--- src/rtl/market_data_pkg.sv ---
// Shared types and constants for the market-data feed parsers.
// Holds the parser state encoding, legal symbol character bounds and field positions.
package market_data_pkg;

   localparam int SYM_W   = 16;
   localparam int PRICE_W = 16;
   localparam int WORD_W  = SYM_W + PRICE_W;

   localparam logic [7:0] CHAR_LO_DEF = 8'h41;
   localparam logic [7:0] CHAR_HI_DEF = 8'h5A;

   localparam int SYM_MSB   = 31;
   localparam int SYM_LSB   = 16;
   localparam int PRICE_MSB = 15;
   localparam int PRICE_LSB = 0;

   typedef enum logic [1:0] {
      IDLE  = 2'b00,
      CHECK = 2'b01,
      EMIT  = 2'b10
   } state_e;

   function automatic logic char_in_range(input logic [7:0] c,
                                          input logic [7:0] lo,
                                          input logic [7:0] hi);
      return (c >= lo) && (c <= hi);
   endfunction

endpackage

--- src/rtl/market_data_field_check.sv ---
// Combinational packet validator: both symbol bytes must be legal characters
// and the price must be nonzero.
module market_data_field_check
   import market_data_pkg::*;
#(
   parameter int         SYM_W   = market_data_pkg::SYM_W,
   parameter int         PRICE_W = market_data_pkg::PRICE_W,
   parameter logic [7:0] CHAR_LO = CHAR_LO_DEF,
   parameter logic [7:0] CHAR_HI = CHAR_HI_DEF
) (
   input  logic [SYM_W+PRICE_W-1:0] word_i,
   output logic                     valid_o
);

   logic [SYM_W-1:0]   sym;
   logic [PRICE_W-1:0] price;
   logic               hi_ok;
   logic               lo_ok;
   logic               price_ok;

   assign sym   = word_i[SYM_W+PRICE_W-1:PRICE_W];
   assign price = word_i[PRICE_W-1:0];

   assign hi_ok    = char_in_range(sym[SYM_W-1 -: 8], CHAR_LO, CHAR_HI);
   assign lo_ok    = char_in_range(sym[7:0], CHAR_LO, CHAR_HI);
   assign price_ok = (price != '0);

   assign valid_o = hi_ok & lo_ok & price_ok;

endmodule

--- src/rtl/market_data_parser.sv ---
// Market-data word parser: captures one word per data_valid rising edge,
// validates it and publishes symbol/price with a single-cycle output_valid pulse.
//
// state | meaning
// IDLE  | waiting for a data_valid rising edge
// CHECK | held word is being validated
// EMIT  | outputs just updated; output_valid drops here
module market_data_parser
   import market_data_pkg::*;
#(
   parameter int         SYM_W   = market_data_pkg::SYM_W,
   parameter int         PRICE_W = market_data_pkg::PRICE_W,
   parameter logic [7:0] CHAR_LO = CHAR_LO_DEF,
   parameter logic [7:0] CHAR_HI = CHAR_HI_DEF
) (
   input  logic                     clk,
   input  logic                     reset,
   input  logic [SYM_W+PRICE_W-1:0] data_in,
   input  logic                     data_valid,
   output logic [SYM_W-1:0]         symbol,
   output logic [PRICE_W-1:0]       price,
   output logic                     output_valid
);

   localparam int W = SYM_W + PRICE_W;

   state_e               state;
   state_e               state_d;
   logic                 dv_d;
   logic [W-1:0]         hold_q;
   logic [W-1:0]         hold_d;
   logic [SYM_W-1:0]     symbol_q;
   logic [SYM_W-1:0]     symbol_d;
   logic [PRICE_W-1:0]   price_q;
   logic [PRICE_W-1:0]   price_d;
   logic                 out_valid_q;
   logic                 out_valid_d;
   logic                 pkt_start;
   logic                 field_ok;

   market_data_field_check #(
      .SYM_W   (SYM_W),
      .PRICE_W (PRICE_W),
      .CHAR_LO (CHAR_LO),
      .CHAR_HI (CHAR_HI)
   ) u_field_check (
      .word_i  (hold_q),
      .valid_o (field_ok)
   );

   // A held data_valid is one packet; only the rising edge starts a capture.
   assign pkt_start = data_valid & ~dv_d;

   always_ff @(posedge clk or posedge reset) begin
      if (reset) begin
         state       <= IDLE;
         dv_d        <= 1'b0;
         hold_q      <= '0;
         symbol_q    <= '0;
         price_q     <= '0;
         out_valid_q <= 1'b0;
      end else begin
         state       <= state_d;
         dv_d        <= data_valid;
         hold_q      <= hold_d;
         symbol_q    <= symbol_d;
         price_q     <= price_d;
         out_valid_q <= out_valid_d;
      end
   end

   always_comb begin
      state_d     = state;
      hold_d      = hold_q;
      symbol_d    = symbol_q;
      price_d     = price_q;
      out_valid_d = 1'b0;
      case (state)
         IDLE: begin
            if (pkt_start) begin
               hold_d  = data_in;
               state_d = CHECK;
            end
         end
         CHECK: begin
            if (field_ok) begin
               symbol_d    = hold_q[W-1:PRICE_W];
               price_d     = hold_q[PRICE_W-1:0];
               out_valid_d = 1'b1;
               state_d     = EMIT;
            end else begin
               state_d = IDLE;
            end
         end
         EMIT:    state_d = IDLE;
         default: state_d = IDLE;
      endcase
   end

   assign symbol       = symbol_q;
   assign price        = price_q;
   assign output_valid = out_valid_q;

endmodule

--- config.mk ---
export PLATFORM = sky130hd
export DESIGN_NAME = market_data_parser
export DESIGN_NICKNAME = d
export VERILOG_FILES = /design/src/rtl/market_data_pkg.sv /design/src/rtl/market_data_field_check.sv /design/src/rtl/market_data_parser.sv
export SDC_FILE = /design/constraint.sdc
export NUM_CORES = 1
export LEC_CHECK = 0
export ABC_CLOCK_PERIOD_IN_PS = 2800
export CORE_MARGIN = 3
export CORE_UTILIZATION = 48
export CTS_CLUSTER_DIAMETER = 80
export DETAILED_ROUTE_END_ITERATION = 8
export PLACE_DENSITY = 0.79
export SYNTH_ARGS = -nofsm -noshare
export SYNTH_HDL_FRONTEND = slang
export SYNTH_HIERARCHICAL = 1
export SYNTH_SLANG_ARGS = --single-unit
--- constraint.sdc ---
create_clock -name clk -period 2.8 [get_ports clk]
set_input_delay 0.28 -clock clk [delete_from_list [all_inputs] [get_ports clk]]
set_output_delay 0.28 -clock clk [all_outputs]
set_load 0.02 [all_outputs]
Word-level counts from Yosys, hierarchy flattened --
Index checks and enable logic that the tools add are counted.
Cells by class: order comparisons 4, eq/ne operators 2, reductions and logical operators 6, muxes and demuxes 5, bitwise logic cells 4
Operators with widths (count):
- >= comparator 8 x 7 -> 1 bit, second input constant | 2
- <= comparator 8 x 7 -> 1 bit, second input constant | 2
- nonzero test 16 bit | 1
- 2-to-1 mux 2 bit | 2
- one-hot mux 2 bit (2 select lines) | 1
- AND reduction 2 bit | 2
- AND 1 bit | 3
- == test 2 x 1 -> 1 bit, second input constant | 1
- logical AND 1 bit | 2
- logical NOT 2 bit | 1
- 2-to-1 mux 1 bit | 2
- inequality test 2 bit, second input constant | 1
- inverter 1 bit | 1
Word-level totals: logic and storage cells 27, bits of input ports 35, register bits 68, output and inout bits 33

Depth between registers and ports, before layout --
Gate-level depths: netlist of the first run.
depth in word-level cells 6, mapped depth 6, mapped depth without buffers 5

Cells and area by module --
The synthesis of the first run kept the hierarchy.
By module, submodules not included:
- market_data_parser | instances 1, area each 2513.7 µm², seq. area each 1701.6 µm², cells an instance 143
- market_data_field_check | instances 1, area each 112.6 µm², seq. area each 0.0 µm², cells an instance 17

Worst setup path before layout of the first run --
Ideal clock, no wire load.
path type register to register, start register hold_q[18], end register price_q[0], in the netlist price[0], buffers on the path 1, slack 0.809 ns, arrival time 1.866 ns, stages on the path, launching flop included 7, data required time 2.675 ns, setup time 0.125 ns, clock period less this slack 1.991 ns, cells stage by stage dfrtp_1 or4_4 o211ai_2 nor4_1 nand3b_1 buf_2 mux2_2
Between the ends: word-level cells in the longest chain between the ends 5, elaborated cells between the ends (all ways) 6, those cells by class 2 x order compare; 2 x bitwise; 2 x reduce/logical
Ends and longest elaborated chain:
- start: declaration | line market_data_parser.sv:30 | logic [W-1:0] hold_q;
- start signal: assignment | line market_data_parser.sv:65 | hold_q <= hold_d;
- >= comparator 8 x 7 -> 1 bit / <= comparator 8 x 7 -> 1 bit (equally long branches) | line market_data_pkg.sv:26 | return (c >= lo) && (c <= hi);
- logical AND 1 bit (*) | line market_data_pkg.sv:26
- AND 1 bit (*) (2 in series) | line market_data_field_check.sv:28 | assign valid_o = hi_ok & lo_ok & price_ok;
- net field_ok | line market_data_parser.sv:39 | logic field_ok;
- AND reduction 2 bit (no source line) (*)
- end signal: assignment | line market_data_parser.sv:67 | price_q <= price_d;
- end: declaration | line market_data_parser.sv:34 | logic [PRICE_W-1:0] price_q;
Mark *: on every way through the listed nets, which the timed path passes. The rest lies on a longest branch. A chain may end at the register's enable or synchronous reset.

Worst setup path after layout of the first run --
start register hold_q[18], end register price_q[5], in the netlist price[5]
The elaborated chain is that of the path after synthesis.

==> results.py, run 1 <==
metrics = {
    "pwr": {
        "switching_share_pct": 26.5,
        "max-vdd-ir-drop_mv": 0.459,
        "p_comb_share_pct": 21.0,
        "leakagePower_nw": 1.61,
        "p_seq_share_pct": 50.1,
        "power_density_nw_per_um2": 705,
        "p_sw_uw": 666,
        "clock_power_share_pct": 28.9,
        "total_power_mw": 2.52,
        "internal-power_mw": 1.85,
    },
    "placement": {
        "post-place-cells": 295,
        "preCtsSetupSlack_ns": 0.561,
        "numPortBuffers": 67,
        "gp_congestion": 0.712,
        "hpwl_mm": 3.52,
        "dpl-instance-area_um2": 3390,
    },
    "cts": {
        "numCtsBuffers": 9,
        "clk_path_buf_depth": 2,
        "clkTransAtPathRegs_ns": 0.07,
        "post_cts_resized": 0,
        "clk-insertion-delay-late_ns": 0.33,
        "cts_tree": "built",
        "root_buffer": "clkbuf_8",
        "cts.sinks": 68,
        "htreeDepth": 3,
        "cts.hold.buffers_added": 0,
        "cts_setup_buffers": 0,
    },
    "flow_run": {
        "cap_violations": 0,
    },
    "synthesis": {
        "synth_cell_types": 18,
        "syn_nets": 195,
        "synth_area_leader_cell": "dfrtp_1",
        "yosysTopAreaCellShare_pct": 64.8,
        "syn_area_um2": 2630,
        "seq_area_frac_synth_pct": 64.8,
        "ys_ff_latch": 68,
        "syn_inst": 160,
        "postSynthAreaPerCell_um2": 16.4,
        "yosys-top-cells-area": "dfrtp_1, mux2_2, buf_6, nor4_1, nor4b_4",
        "yosys_warnings": 6,
    },
    "finish": {
        "synthToLayoutAreaGrowth_pct": 36.0,
        "nNetsFinal": 271,
        "mostFrequentLayoutCells": "dfrtp_1, clkdlybuf4s50_1, mux2_2",
        "final_common_cell": "dfrtp_1",
        "drive_gt1_share_pct": 34.9,
        "stdcell_area_um2": 3570,
        "antenna_cells": 0,
        "utilization_pct": 68.6,
        "fin_cells": 311,
    },
    "sta": {
        "tns_ns": 0,
        "fin_ws_ns": 0.572,
        "rsz0062_at_grt": "false",
        "worst_pin_slew_ns": 0.685,
        "period_share_pct": 79.6,
        "finalHoldViolations": 0,
        "slew_headroom_pct": 54.2,
        "setup_viol": 0,
        "finalClockSkew_ns": 0.00935,
        "period_needed_ns": 2.23,
        "hold_slack_ns": 0.371,
        "slew_viol_final": 0,
        "fmax_ghz": 0.449,
    },
    "global_route": {
        "grt-ovfl-total": 0,
        "antenna_found_initial": 0,
        "grt_start_max_net_pins": 37,
        "grt_pass1_wl_mm": 8.54,
        "grt_pass1_vias": 1756,
        "track_usage_pct": 17.8,
    },
    "floorplan": {
        "die_w_um": 80.0,
        "start_util_pct": 50.5,
        "die_area_um2": 6400,
        "coreArea_um2": 5200,
        "rows": 26,
        "die_h_um": 80.0,
        "ios": 68,
    },
    "worst_setup_path": {
        "end_kind": "flop",
        "worstSetupStartpoint": "hold_q[18]",
        "crit_type": "reg -> reg",
        "arrival_ns": 2.44,
        "path_max_fanout": 27,
        "setup.worst_path.start_class": "flop",
        "r2r-start": "hold_q[18]",
        "cp.required_ns": 3.01,
    },
    "detailed_routing": {
        "first_pass_iters": 4,
        "drtIter0Drc": 42,
        "drc_errors": 0,
        "avgRoutedWirePerCell_um": 16.3,
        "vias_per_cell": 5.10,
        "routed_wl_mm": 5.07,
        "vias": 1585,
        "drtAntennaViolNets": 0,
    },
    "worst_hold_path": {
        "hp-class": "in -> async",
    },
    "run_status": {
        "outcome": "finished clean",
    },
}
## flip-flops by register name, summed over array words and instances (netlist names)
name,cells
hold_q,32
price,16
symbol,16
state,2
dv_d,1
output_valid,1
## Yosys cell counts (all sizes together)
cell    instances
o211ai          1
mux2           64
nand2           2
and4            1
a21oi           2
o22ai           1
nor2            2
nor4b           1
dfrtp          68
inv             3
nor4            5
or4             2
buf             6
nor4bb          1
nand3b          1
## cells by family after synthesis
family | Yosys count | synth area share (%)
flip-flops | 68 | 64.8
AND/OR/NAND/NOR | 15 | 4.38
buffers and inverters | 9 | 2.29
AO/OA/AOI/OAI | 4 | 1.10
multiplexers | 64 | 27.4
## power by group through the flow
stage | clock, mW | combinational (mW) | sequential, mW
floorplan | 0 | 0.196 | 1.34
global placement | 0 | 0.519 | 1.28
detailed placement | 0 | 0.531 | 1.28
CTS | 0.749 | 0.536 | 1.26
global route | 0.793 | 0.564 | 1.29
finish | 0.728 | 0.528 | 1.26
## layer usage
layer / up-vias / global-route usage [%] / wire length, um
met4: 0 / 8.61 / 95
met1: 796 / 23.5 / 2300
met3: 9 / 3.95 / 260
li1: 729 / - / -
met2: 51 / 27.7 / 2410
met5: - / 0 / 0
## path summary, 6_finish.rpt
path	slack (ns)	endpoint	depth (start not counted)
max reg2reg	0.57	price[5]	6
min	0.37	hold_q[1]	2
max in group asynchronous	1.80	dv_d	3
min in group clk	0.48	dv_d	1
max	0.57	price[5]	6
min reg2reg	0.51	symbol[9]	1
## layout make-up
type                            instances  area (um2)
Tap cell                               70        87.6
Multi-Input combinational cell         83         865
Clock inverter                          1        5.00
Timing Repair Buffer                   71         726
Fill cell                             398        1630
Inverter                                3        11.3
Sequential cell                        68        1700
Clock buffer                           15         176
## worst max-delay path, cell delays in order (launching register included)
cell	delay (ns)
dfrtp_1	0.40
or4_4	0.54
o211ai_2	0.14
nor4_1	0.06
nand3b_1	0.35
buf_12	0.25
mux2_2	0.35
Power figures use the tool's default switching activity.
==> run 2, diff against run 1 <==
- ABC_CLOCK_PERIOD_IN_PS: 2800 -> 1900
- CORE_UTILIZATION: 48 -> 43
- PLACE_DENSITY: 0.79 -> 0.75
- clock period: 2.8 -> 1.9 ns (I/O delays scaled with it)
==> run 2 against run 1 <==
Net effect:
- the flow now finishes with violations (setup timing)
- critical path depth up 2
- global-route usage is 1.9 points lower
- maximum frequency is 11% higher
- utilization fell by 2.0 points
- sequential cell count is the same
- power up 62%
- register-to-register slack got worse by 0.68 ns
- hold slack lost 0.070 ns
- clock-buffer cell count decreased by 4
- cell area is 6.5% higher
- critical path type unchanged
==> results.py, run 2 (same netlist as run 1, synthesis figures left out) <==
metrics = {
    "placement": {
        "hpwl_mm": 3.55,
        "numPortBuffers": 67,
        "post-place-cells": 312,
        "dpl-instance-area_um2": 3510,
        "gp_congestion": 0.718,
        "preCtsSetupSlack_ns": -0.128,
    },
    "run_status": {
        "failed_checks": "setup timing",
        "outcome": "complete, but fails checks",
    },
    "worst_setup_path": {
        "path_max_fanout": 12,
        "r2r-start": "hold_q[31]",
        "crit_type": "reg -> reg",
        "reg2regPathDepth": 8,
        "setup.worst_path.start_class": "flop",
        "cp.required_ns": 2.11,
        "reg2reg_to": "symbol[1]",
        "r2r_setup_slack_ns": -0.11,
        "end_kind": "flop",
        "arrival_ns": 2.22,
    },
    "detailed_routing": {
        "vias": 1634,
        "vias_per_cell": 4.91,
        "avgRoutedWirePerCell_um": 15.9,
        "drc_errors": 0,
        "routed_wl_mm": 5.28,
        "drtIter0Drc": 56,
        "first_pass_iters": 5,
        "drtAntennaViolNets": 0,
    },
    "cts": {
        "clk-insertion-delay-late_ns": 0.33,
        "htreeDepth": 3,
        "cts_tree": "built",
        "clk_path_buf_depth": 2,
        "root_buffer": "clkbuf_8",
        "clkTransAtPathRegs_ns": 0.06,
        "numCtsBuffers": 9,
        "cts.sinks": 68,
        "cts.hold.buffers_added": 0,
    },
    "sta": {
        "slew_headroom_pct": 76.7,
        "rsz0062_at_grt": "true",
        "period_needed_ns": 2.01,
        "hold_slack_ns": 0.301,
        "fmax_ghz": 0.497,
        "period_share_pct": 106,
        "worst_pin_slew_ns": 0.350,
        "tns_ns": -2.61,
        "slew_viol_final": 0,
        "finalHoldViolations": 0,
        "fin_ws_ns": -0.112,
        "setup_viol": 32,
        "finalClockSkew_ns": 0.00812,
    },
    "finish": {
        "nNetsFinal": 291,
        "mostFrequentLayoutCells": "dfrtp_1, clkdlybuf4s50_1, mux2_2",
        "nFillCells": 412,
        "fin_cells": 333,
        "synthToLayoutAreaGrowth_pct": 44.9,
        "antenna_cells": 0,
        "largest-register": "hold_q",
        "regArea_um2": 1700,
        "multi_input_area_um2": 871,
        "largest_register_ffs": 32,
        "final_common_cell": "dfrtp_1",
        "stdcell_area_um2": 3800,
        "drive_gt1_share_pct": 40.6,
    },
    "flow_run": {
        "cap_violations": 0,
    },
    "floorplan": {
        "die_h_um": 84.2,
        "rows": 27,
        "ios": 68,
        "die_w_um": 84.2,
        "start_util_pct": 46.0,
        "die_area_um2": 7080,
        "coreArea_um2": 5710,
    },
    "pwr": {
        "max-vdd-ir-drop_mv": 0.646,
        "power_density_nw_per_um2": 1070,
        "leakagePower_nw": 1.74,
    },
    "global_route": {
        "grt_pass1_vias": 1792,
        "grt_pass1_wl_mm": 8.85,
        "grt_start_max_net_pins": 69,
        "grt-ovfl-total": 0,
        "antenna_found_initial": 0,
        "track_usage_pct": 15.8,
    },
    "worst_hold_path": {
        "hp-class": "in -> async",
    },
}
-- run 2: cell types whose count changed in the layout (fill, tap and decap cells not counted), sizes merged --
cell and change:
clkbuf -4, inv -1, buf +20, clkinv +1, clkinvlp +1, bufinv +3
-- run 2: how the worst max path moves through the flow --
| stage | cells past startpoint | end | startpoint |
|---|---|---|---|
| 5_1_grt | 8 | price[2] | hold_q[31] |
| 3_3_place_gp | 7 | symbol[15] | hold_q[10] |
| 4_1_cts | 7 | symbol[1] | hold_q[18] |
| 2_1_floorplan | 6 | price[0] | hold_q[18] |
| 6_report | 8 | symbol[1] | hold_q[31] |
| 3_5_place_dp | 7 | symbol[8] | hold_q[10] |
-- run 2: area by class of cell --
class / count / area share, %
Tap cell: 72 / 2.37
Clock inverter: 5 / 2.63
Clock buffer: 11 / 3.45
Sequential cell: 68 / 44.7
Timing Repair Buffer: 91 / 23.5
Inverter: 3 / 0.395
Multi-Input combinational cell: 83 / 22.9
-- run 2: layer usage --
layer	vias up	wire length, um	global-route usage (%)
met5	-	0	0
met4	0	4	4.39
met3	2	347	5.79
met2	53	2490	24.4
met1	807	2440	21.3
li1	772	-	-
-- run 2: where the power goes --
group          switching, mW  total, mW  internal [mW]
Sequential             0.156       1.84           1.69
Clock                  0.496       1.36          0.868
Combinational          0.345      0.871          0.526
-- run 2: timing repair --
action / 4_1_cts / 5_1_grt
buffers inserted: 4 / 1
pin swaps: 2 / 2
cloned: 1 / 0
endpoints found under the setup margin: 32 / 32
gates resized for setup: 4 / 0
-- run 2: per-stage QoR --
stage	utilization, %	total power [mW]
floorplan	-	2.27
global placement	61.5	2.71
detailed placement	61.5	2.73
CTS	66.8	4.12
global route	66.6	4.27
finish	66.6	4.08
-- run 2: critical path, cell delays in order, from the launching register on --
cell and delay (ns):
dfrtp_1 0.39, nor4bb_1 0.31, buf_4 0.17, o211ai_2 0.07
nor4_1 0.19, nand3b_1 0.17, buf_4 0.18, buf_12 0.14
mux2_2 0.27
==> run 3, diff against run 2 <==
==> constraint.sdc (replaced) <==
create_clock -name clk -period 1.9 [get_ports clk]
set_input_delay 0.57 -clock clk [delete_from_list [all_inputs] [get_ports clk]]
set_output_delay 0.57 -clock clk [all_outputs]
set_load 0.02 [all_outputs]
==> run 3 against run 2 <==
Net effect:
- the run still ends with setup timing left
- clock skew down 0.0033 ns
- maximum frequency up 0.93%
- clock-buffer cell count rose by 2
- non-clock buffer count grew 5
- sequential cell count stayed put
- worst setup slack improved by 0.019 ns
- combinational power hardly changed
- global-route usage increased by 0.93 points
- cell area up 0.23%
- utilization increased by 0.15 points
- register-to-register slack improved by 0.02 ns
- largest cell class unchanged
==> results.py, run 3 (same netlist as run 1, synthesis figures left out) <==
metrics = {
    "run_status": {
        "outcome": "complete, but fails checks",
        "failed_checks": "setup timing",
    },
    "placement": {
        "post-place-cells": 318,
        "hpwl_mm": 3.71,
        "numPortBuffers": 67,
        "gp_congestion": 0.763,
    },
    "worst_hold_path": {
        "whs_endpoint": "price[6]",
        "hold_depth": 1,
        "min-delay-start": "price[6]",
        "hp-class": "reg -> reg",
    },
    "detailed_routing": {
        "vias_per_cell": 4.98,
        "drtAntennaViolNets": 0,
        "vias": 1679,
        "first_pass_iters": 4,
        "drtIter0Drc": 38,
        "routed_wl_mm": 5.39,
        "drc_errors": 0,
        "avgRoutedWirePerCell_um": 16.0,
    },
    "sta": {
        "rsz0062_at_grt": "true",
        "slew_headroom_pct": 76.8,
        "setup_viol": 32,
        "finalHoldViolations": 0,
        "slew_viol_final": 0,
        "fmax_ghz": 0.502,
        "fin_ws_ns": -0.0933,
        "worst_pin_slew_ns": 0.348,
        "finalClockSkew_ns": 0.00479,
        "period_share_pct": 105,
        "period_needed_ns": 1.99,
    },
    "global_route": {
        "grt_pass1_vias": 1871,
        "track_usage_pct": 16.8,
        "grt_start_max_net_pins": 69,
        "antenna_found_initial": 0,
        "grt-ovfl-total": 0,
        "grt_pass1_wl_mm": 9.29,
    },
    "finish": {
        "synthToLayoutAreaGrowth_pct": 45.2,
        "largest_register_ffs": 32,
        "final_common_cell": "dfrtp_1",
        "drive_gt1_share_pct": 41.9,
        "nNetsFinal": 296,
        "nFillCells": 435,
        "fin_cells": 337,
        "antenna_cells": 0,
        "largest-register": "hold_q",
        "mostFrequentLayoutCells": "dfrtp_1, mux2_2, clkdlybuf4s50_1",
        "utilization_pct": 66.8,
    },
    "worst_setup_path": {
        "max_stage_delay_ns": 0.53,
        "cp.required_ns": 2.12,
        "arrival_ns": 2.21,
        "crit_type": "reg -> reg",
        "reg2reg_to": "symbol[5]",
        "reg2regPathDepth": 7,
        "path_cells": "or4_4 -> o211ai_2 -> nor4_2 -> nand3b_1 -> buf_6 -> buf_12 -> mux2_2",
        "setup.worst_path.start_class": "flop",
        "path_max_fanout": 11,
        "r2r_setup_slack_ns": -0.09,
        "r2r-start": "hold_q[18]",
        "end_kind": "flop",
        "critPathSlowestCell": "or4_4",
    },
    "cts": {
        "numCtsBuffers": 9,
        "cts_tree": "built",
        "clk-insertion-delay-late_ns": 0.34,
        "clkTransAtPathRegs_ns": 0.07,
        "cts.sinks": 68,
        "root_buffer": "clkbuf_8",
        "htreeDepth": 3,
        "clk_path_buf_depth": 2,
    },
    "flow_run": {
        "cap_violations": 0,
    },
    "floorplan": {
        "rows": 27,
        "die_h_um": 84.2,
        "ios": 68,
        "start_util_pct": 46.0,
        "coreArea_um2": 5710,
        "die_area_um2": 7080,
        "die_w_um": 84.2,
    },
    "pwr": {
        "power_density_nw_per_um2": 983,
        "leakagePower_nw": 1.97,
        "max-vdd-ir-drop_mv": 0.565,
        "total_power_mw": 3.75,
    },
}
-- run 3: stage by stage --
step	TNS, ns	hold slack, ns	setup slack, ns	instance area [um2]
floorplan	-2.47	0.490	-0.0906	2630
global placement	-7.45	0.488	-0.163	3550
detailed placement	-7.75	0.493	-0.167	3550
CTS	-2.54	0.503	-0.0976	3780
global route	-6.45	0.527	-0.221	3810
finish	-2.37	0.501	-0.0933	3810
-- run 3: layout make-up --
type / instances / area (um2) / share of cell area [%]
clock buffers: 13 / 159 / 4.17
well taps: 72 / 90.1 / 2.36
clock inverters: 2 / 10.0 / 0.262
flip-flops and latches: 68 / 1700 / 44.6
multi-input cells: 83 / 877 / 23.0
repair buffers: 96 / 961 / 25.2
inverters: 3 / 15.0 / 0.394
-- run 3: how the worst max path moves through the flow --
stage                     from          to  slack [ns]  depth (start not counted)
global placement    data_valid   hold_q[0]       -0.16                          4
CTS                 hold_q[18]   symbol[8]        -0.1                          7
finish              hold_q[18]   symbol[5]       -0.09                          7
detailed placement  data_valid   hold_q[6]       -0.17                          4
global route        hold_q[29]  symbol[14]       -0.22                          8
floorplan           hold_q[18]    price[0]       -0.09                          6
-- run 3: power by group --
| group | internal, mW | switching [mW] |
|---|---|---|
| clock network | 0.535 | 0.511 |
| registers | 1.69 | 0.145 |
| logic | 0.513 | 0.360 |
-- run 3: critical path: cells and delay by family (launching register included) --
family                 cells  cell delay [ns]
AOI/OAI and AO/OA          1             0.16
buffers and inverters      2             0.28
DFF                        1             0.39
muxes                      1             0.33
and+or+nand+nor            3             0.71
-- run 3: metal layers --
layer | vias to the layer above | part of all wire (%) | track usage, %
li1 | 784 | - | -
met1 | 833 | 46 | 22.1
met2 | 54 | 46 | 26.0
met3 | 8 | 6.5 | 6.08
met4 | 0 | 1.4 | 5.26
met5 | - | 0 | 0
-- run 3: repair_timing --
item                                    CTS  global route
hold buffers                              0             0
pin swaps                                 0             0
endpoints found under the setup margin   41            44
buffers inserted                          2             0
cloned                                    2             0
resized for setup                        15            12
